[src/rtl/mult_pkg.sv]
// rtl/mult_pkg.sv - shared types and constants for the sequential signed multiplier
//
// Purpose: controller state encoding and the default operand width used by
//          seq_mult_ctrl and shift_add_dp.
// Contents: state_t (IDLE, RUN, SIGN, DONE; 2-bit), DEFAULT_WIDTH.
package mult_pkg;

  localparam int DEFAULT_WIDTH = 8;

  typedef enum logic [1:0] {
    IDLE = 2'd0,
    RUN  = 2'd1,
    SIGN = 2'd2,
    DONE = 2'd3
  } state_t;

endpackage

[src/rtl/shift_add_dp.sv]
// rtl/shift_add_dp.sv - sign-magnitude shift-add datapath for the sequential multiplier
//
// Purpose: holds operand magnitudes, the 2*WIDTH accumulator (upper half plus
//          the multiplier shift register as the lower half), the iteration
//          counter and the registered signed product.
// Ports:
//   clk, rst    clock and synchronous active-high reset
//   load        capture |mcand|, |mplier|, result sign; clear acc; count=WIDTH
//   step        one shift-add iteration, count decrements
//   finalize    product <= neg ? -acc : acc
//   mcand       signed multiplicand (used on load only)
//   mplier      signed multiplier (used on load only)
//   count_zero  high when the current step takes the counter from 1 to 0
//   product     registered signed 2*WIDTH result
module shift_add_dp
  import mult_pkg::*;
#(
  parameter int WIDTH = DEFAULT_WIDTH
) (
  input  logic                 clk,
  input  logic                 rst,
  input  logic                 load,
  input  logic                 step,
  input  logic                 finalize,
  input  logic [WIDTH-1:0]     mcand,
  input  logic [WIDTH-1:0]     mplier,
  output logic                 count_zero,
  output logic [2*WIDTH-1:0]   product
);

  localparam int CNT_W = $clog2(WIDTH + 1);

  logic [WIDTH-1:0] mcand_mag;
  logic [WIDTH-1:0] acc_hi;
  logic [WIDTH-1:0] mplier_sr;
  logic [CNT_W-1:0] count;
  logic             neg;

  logic [WIDTH-1:0] mcand_abs;
  logic [WIDTH-1:0] mplier_abs;
  logic [WIDTH:0]   sum;
  logic [2*WIDTH-1:0] acc_full;

  // Two's-complement negate in WIDTH bits; -2^(W-1) maps onto itself, which
  // read as unsigned is exactly its magnitude.
  assign mcand_abs  = mcand[WIDTH-1]  ? (~mcand + 1'b1)  : mcand;
  assign mplier_abs = mplier[WIDTH-1] ? (~mplier + 1'b1) : mplier;

  // Carry-extended partial sum into the upper accumulator half.
  assign sum      = {1'b0, acc_hi} + (mplier_sr[0] ? {1'b0, mcand_mag} : '0);
  assign acc_full = {acc_hi, mplier_sr};

  assign count_zero = step && (count == CNT_W'(1));

  always_ff @(posedge clk) begin
    if (rst) begin
      mcand_mag <= '0;
      acc_hi    <= '0;
      mplier_sr <= '0;
      count     <= '0;
      neg       <= 1'b0;
      product   <= '0;
    end else begin
      if (load) begin
        mcand_mag <= mcand_abs;
        mplier_sr <= mplier_abs;
        acc_hi    <= '0;
        count     <= CNT_W'(WIDTH);
        neg       <= mcand[WIDTH-1] ^ mplier[WIDTH-1];
      end else if (step) begin
        // {carry, acc_hi, mplier_sr} >> 1
        acc_hi    <= sum[WIDTH:1];
        mplier_sr <= {sum[0], mplier_sr[WIDTH-1:1]};
        count     <= count - CNT_W'(1);
      end
      if (finalize) begin
        product <= neg ? (~acc_full + 1'b1) : acc_full;
      end
    end
  end

endmodule

[src/rtl/seq_mult_ctrl.sv]
// rtl/seq_mult_ctrl.sv - sequencing controller for the sequential signed multiplier
//
// Purpose: accepts a one-cycle start tick in IDLE, runs WIDTH shift-add
//          iterations, applies the result sign, and pulses done for one cycle.
// Ports:
//   clk      system clock
//   rst      synchronous active-high reset
//   start    start tick, honoured only in IDLE
//   mcand    signed multiplicand, sampled on the accepting edge
//   mplier   signed multiplier, sampled on the accepting edge
//   busy     high in RUN, SIGN and DONE
//   done     one-cycle pulse in DONE; product freshly updated
//   product  signed 2*WIDTH result, held until the next completion
module seq_mult_ctrl
  import mult_pkg::*;
#(
  parameter int WIDTH = DEFAULT_WIDTH
) (
  input  logic                 clk,
  input  logic                 rst,
  input  logic                 start,
  input  logic [WIDTH-1:0]     mcand,
  input  logic [WIDTH-1:0]     mplier,
  output logic                 busy,
  output logic                 done,
  output logic [2*WIDTH-1:0]   product
);

  state_t state;
  state_t state_next;
  logic   load;
  logic   step;
  logic   finalize;
  logic   count_zero;

  always_ff @(posedge clk) begin
    if (rst) begin
      state <= IDLE;
    end else begin
      state <= state_next;
    end
  end

  always_comb begin
    state_next = state;
    load       = 1'b0;
    step       = 1'b0;
    finalize   = 1'b0;
    busy       = 1'b1;
    done       = 1'b0;
    case (state)
      IDLE: begin
        busy = 1'b0;
        if (start) begin
          load       = 1'b1;
          state_next = RUN;
        end
      end
      RUN: begin
        step = 1'b1;
        if (count_zero) begin
          state_next = SIGN;
        end
      end
      SIGN: begin
        finalize   = 1'b1;
        state_next = DONE;
      end
      DONE: begin
        done       = 1'b1;
        state_next = IDLE;
      end
      default: begin
        state_next = IDLE;
      end
    endcase
  end

  shift_add_dp #(
    .WIDTH(WIDTH)
  ) u_dp (
    .clk        (clk),
    .rst        (rst),
    .load       (load),
    .step       (step),
    .finalize   (finalize),
    .mcand      (mcand),
    .mplier     (mplier),
    .count_zero (count_zero),
    .product    (product)
  );

endmodule

[config.mk]
export PLATFORM = sky130hd
export DESIGN_NAME = seq_mult_ctrl
export DESIGN_NICKNAME = d
export VERILOG_FILES = /design/src/rtl/mult_pkg.sv /design/src/rtl/shift_add_dp.sv /design/src/rtl/seq_mult_ctrl.sv
export SDC_FILE = /design/constraint.sdc
export NUM_CORES = 1
export LEC_CHECK = 0
export ABC_AREA = 1
export CORE_ASPECT_RATIO = 1.2
export CORE_MARGIN = 1.5
export CORE_UTILIZATION = 44
export CTS_BUF_LIST = sky130_fd_sc_hd__clkbuf_8
export DETAILED_ROUTE_END_ITERATION = 10
export PLACE_DENSITY = 0.74
export SETUP_SLACK_MARGIN = 0.3
export SYNTH_ARGS = -nofsm -noshare
export SYNTH_HDL_FRONTEND = slang
export SYNTH_HIERARCHICAL = 1
export SYNTH_SLANG_ARGS = --single-unit
[constraint.sdc]
create_clock -name clk -period 2.7 [get_ports clk]
set_input_delay 0.675 -clock clk [delete_from_list [all_inputs] [get_ports clk]]
set_output_delay 0.675 -clock clk [all_outputs]
set_load 0.02 [all_outputs]
# Word-level counts from Yosys, hierarchy flattened
# Index checks and enable logic that the tools add are counted.
# word_totals
reg_bits,47
word_cells,45
# classes
n_addsub,5
eq_ne,6
muxes,17
bitwise_logic,4
n_reduce_logical,5
# op_table
op,count
$mux W8,5
$add A16 B1 Y16 const B,1
$add A8 B1 Y8 const B,2
$mux W16,1
$not A16 Y16,1
$not A8 Y8,2
$add A8 B9 Y9,1
$mux W4,2
$pmux W2 S4,1
$mux W1,6
$eq A2 B2 Y1 const B,2
$eq A4 B1 Y1 const B,1
$mux W2,2
$ne A2 B2 Y1 const B,2
$sub A4 B1 Y4 const B,1
$eq A2 B1 Y1 const B,1
$logic_not A2 Y1,1
$reduce_and A2 Y1,1
$reduce_bool A2 Y1,1
$reduce_or A2 Y1,1
$logic_and A1 B1 Y1,1
$xor A1 B1 Y1,1

# Depth between registers and ports, before layout
# depth
word_depth,5
depth_mapped,13
mapped_depth_nobuf,12

# Modules after synthesis
# The synthesis kept the hierarchy.
# modules_own_cells
module,instances,cells_each,area_per_inst_um2,seq_area_each_um2
shift_add_dp,1,435,2864.0,900.9
seq_mult_ctrl,1,27,185.2,40.0

# Least setup slack after synthesis
# Ideal clock, no wire load.
# synth_path
kind,flip-flop to flip-flop
startpoint,register u_dp.mplier_sr[0]
endpoint,register u_dp.acc_hi[5]
arrival_time_ps,1621
setup_slack_ps,970
path_stages_with_launch,14
n_path_buf,1
path_cell_list,dfxtp_1 > buf_6 > nand2_1 > inv_1 > ha_1 > fa_1 > nand3_1 > nand3_1 > nand3_1 > nand2_1 > nand2_1 > nand3_1 > nand2_1 > inv_1
# synth_via
elab_chain_cells,2
# synth_lines
item,line,rtl
from (decl),shift_add_dp.sv:35,logic [WIDTH-1:0] mplier_sr;
from (signal assigned),shift_add_dp.sv:66,mplier_sr <= mplier_abs;
from (signal assigned),shift_add_dp.sv:73,"mplier_sr <= {sum[0], mplier_sr[WIDTH-1:1]};"
$mux W8,shift_add_dp.sv:50,"assign sum = {1'b0, acc_hi} + (mplier_sr[0] ? {1'b0, mcand_mag} : '0);"
$add A8 B9 Y9,shift_add_dp.sv:50,
to (signal assigned),shift_add_dp.sv:72,acc_hi <= sum[WIDTH:1];
to (decl),shift_add_dp.sv:34,logic [WIDTH-1:0] acc_hi;
# Every way passes these cells.
# A chain may end at the register's enable or synchronous reset.

# Worst setup path after layout
# layout_path
startpoint,register state[0]
endpoint,output done
# layout_via
elab_chain_cells,2
# layout_lines
item,line,rtl
from (decl),seq_mult_ctrl.sv:29,state_t state;
from (signal assigned),seq_mult_ctrl.sv:40,state <= state_next;
$eq A2 B2 Y1,seq_mult_ctrl.sv:51,case (state)
$mux W1,seq_mult_ctrl.sv:51,
to (decl),seq_mult_ctrl.sv:25,"output logic done,"
# Every way passes these cells.

==> results.ini <==
[power]
p_int_mw = 1.86
comb_power_share = 0.500
swShare = 0.439
power.net_switching_mw = 1.46
leakage_nw = 1.74
seq_power_share = 0.337
vdd_drop_max_mv = 0.408
pwr-share-clk = 0.163
power_density_nw_per_um2 = 933

[synth]
synth_edf_count = 0
yosys_warnings = 6
synth-seq-cells = 47
synth.yosys.seq_area_share = 0.309
syn_area_um2 = 3050
async_reset_ff_frac = 0
syn-num-nets = 500
synthCells = 462
synth_top_area_frac = 0.309
yosysMostFrequentCell = nand2_1
yosysUniqueCellTypes = 40
synth_area_leaders = dfxtp_1, nand2_1, inv_1, ha_1, nand3_1
ys.flop_type = dfxtp_1
synth_top_cell_by_area = dfxtp_1
synthTopCellsByCount = nand2_1, inv_1, dfxtp_1
syn_avg_cell_area_um2 = 6.60

[clock_tree]
clock_sinks = 47
h-tree-depth = 2
cts_tree = yes
cts_setup_buffers = 0
cts_resized = 0
cts_buffer_depth = 2
insertion_delay_ns = 0.30
cts_buffers = 5
cts-root-buf = clkbuf_8
cts_hold_buf = 0
clkTransAtPathRegs_ns = 0.09

[sta]
setup_viol = 0
slew_headroom = 0.543
slew_violations = 0
period_share = 0.786
hold_violations = 0
worst_hold_slack_ns = 0.469
clock-skew-final_ns = 0.00727
fin_crit_ns = 2.12
fmax_mhz = 471
worst_pin_slew_ns = 0.684
tns_ns = 0
rsz0062_at_grt = false

[floorplan]
die_width_um = 79.0
die_area_um2 = 7440
io_pins = 37
die_h_um = 94.2
start_util = 0.450
core_area_um2 = 6770
rows = 33

[placed_design]
hpwlAfterDp_um = 5280
io_buffers = 36
place.gp.congestion = 0.908
place_area_um2 = 3440

[route]
vias = 2961
dr.first_iter.drc_count = 166
wl_per_cell_um = 11.5
routed_wl_um = 6710
avgViaCountPerCell = 5.08
antenna_left = 0
drc_errors = 0
firstDrtPassIters = 4

[critical_path]
crit_family = buffers and inverters
path_buf_inv = 1
cp_slowest_cell = clkdlybuf4s50_1
path_cells = ha_1, clkdlybuf4s50_1
crit_type = flip-flop to primary output
endpoint_kind = primary output
cpPeakStageDelay_ns = 0.59
cp.required_ns = 2.03
cp-start-kind = flip-flop
cp_max_fo = 4
cp.arrival_ns = 1.45

[cells_and_area]
drive_above_1_share = 0.0544
area_delta_synth_final_pct = 16.8
final_core_util = 0.526
fin_nets = 533
fin_area_um2 = 3560
antenna_cells = 0

[grt]
grt_pass1_wl_um = 11800
grt_most_used_layer = met2
antenna_found_initial = 0
grt_max_degree = 24
grt.overflow.total = 0
grt_pass1_vias = 2760
grt_util_met3 = 0.0291
grt_util_all_layers = 0.197
grtUsageMet2 = 0.359
use_met1 = 0.228

[hold_path]
hold_class = flip-flop to flip-flop

[outcome]
status = completed

[flow_run]
maxCapViolCount = 0

## path summary, 6_finish.rpt
kind	startpoint	to	slack, ns	depth (start not counted)
setup reg to reg	u_dp/mplier_sr[0]$_SDFFE_PP0P_	u_dp/acc_hi[5]$_SDFFE_PP0P_	0.75	12
hold / removal	u_dp/mcand_mag[7]$_SDFFE_PP0P_	u_dp/mcand_mag[7]$_SDFFE_PP0P_	0.47	2
setup / recovery	state[0]$_SDFFE_PP0P_	done	0.58	2
hold reg to reg	u_dp/mcand_mag[7]$_SDFFE_PP0P_	u_dp/mcand_mag[7]$_SDFFE_PP0P_	0.47	2
## power groups by stage
stage	Clock (mW)	Combinational, mW	Sequential, mW
final	0.542	1.66	1.12
after global routing	0.582	1.90	1.15
after CTS	0.560	1.67	1.12
after detailed placement	0	1.66	1.13
after global placement	0	1.62	1.13
after floorplan	0	1.20	1.15
## logic make-up (layout without fill, tap and decap cells)
family	count (synthesis)	after routing	share of synthesized area
XOR/XNOR	9	9	0.0259
flip-flops	47	47	0.309
AND/OR/NAND/NOR	214	214	0.303
buffers and inverters	89	123	0.130
AO/OA/AOI/OAI	84	84	0.152
adder cells (fa/ha/maj)	19	19	0.0804
## worst min-delay path, stage by stage (launching register included)
cell,delay [ns]
dfxtp_1,0.33
nand2_1,0.07
o41ai_2,0.04
## state kept, by name, indices dropped and copies added, names as in the netlist
name	count
u_dp/product	16
state	2
u_dp/neg	1
u_dp/mplier_sr	8
u_dp/mcand_mag	8
u_dp/count	4
u_dp/acc_hi	8
## cells in the final DEF, fill, tap and decap left out, types with 3 or more instances in the layout
master / n
a21oi_1: 33
buf_4: 5
clkbuf_8: 6
clkdlybuf4s50_1: 35
dfxtp_1: 47
ha_1: 18
inv_1: 71
nand2_1: 116
nand2_2: 3
nand3_1: 37
nand4_1: 4
nor2_1: 41
nor3_1: 4
o211ai_1: 6
o21ai_0: 37
xor2_1: 8
## metrics by stage
stage	cells	power, mW	setup WS [ns]
2_1_floorplan	462	2.35	0.970
3_3_place_gp	575	2.75	0.428
3_5_place_dp	575	2.79	0.375
4_1_cts	583	3.35	0.311
5_1_grt	583	3.63	0.504
6_report	583	3.32	0.579
## area by class of cell
| class | count | area (um^2) |
|---|---|---|
| Timing Repair Buffer | 41 | 400 |
| Tap cell | 87 | 109 |
| Clock buffer | 6 | 82.6 |
| Sequential cell | 47 | 941 |
| Fill cell | 689 | 3210 |
| Multi-Input combinational cell | 326 | 1710 |
| Clock inverter | 2 | 35.0 |
| Inverter | 74 | 280 |
## metal layers
| layer | part of all wire | wire length (um) | vias up |
|---|---|---|---|
| met3 | 0.037 | 246 | 13 |
| met1 | 0.45 | 2990 | 1335 |
| met4 | 0.024 | 160 | 0 |
| met2 | 0.49 | 3310 | 70 |
| li1 | - | - | 1543 |
| met5 | 0 | 0 | - |
(Power assumes the default switching activity.)
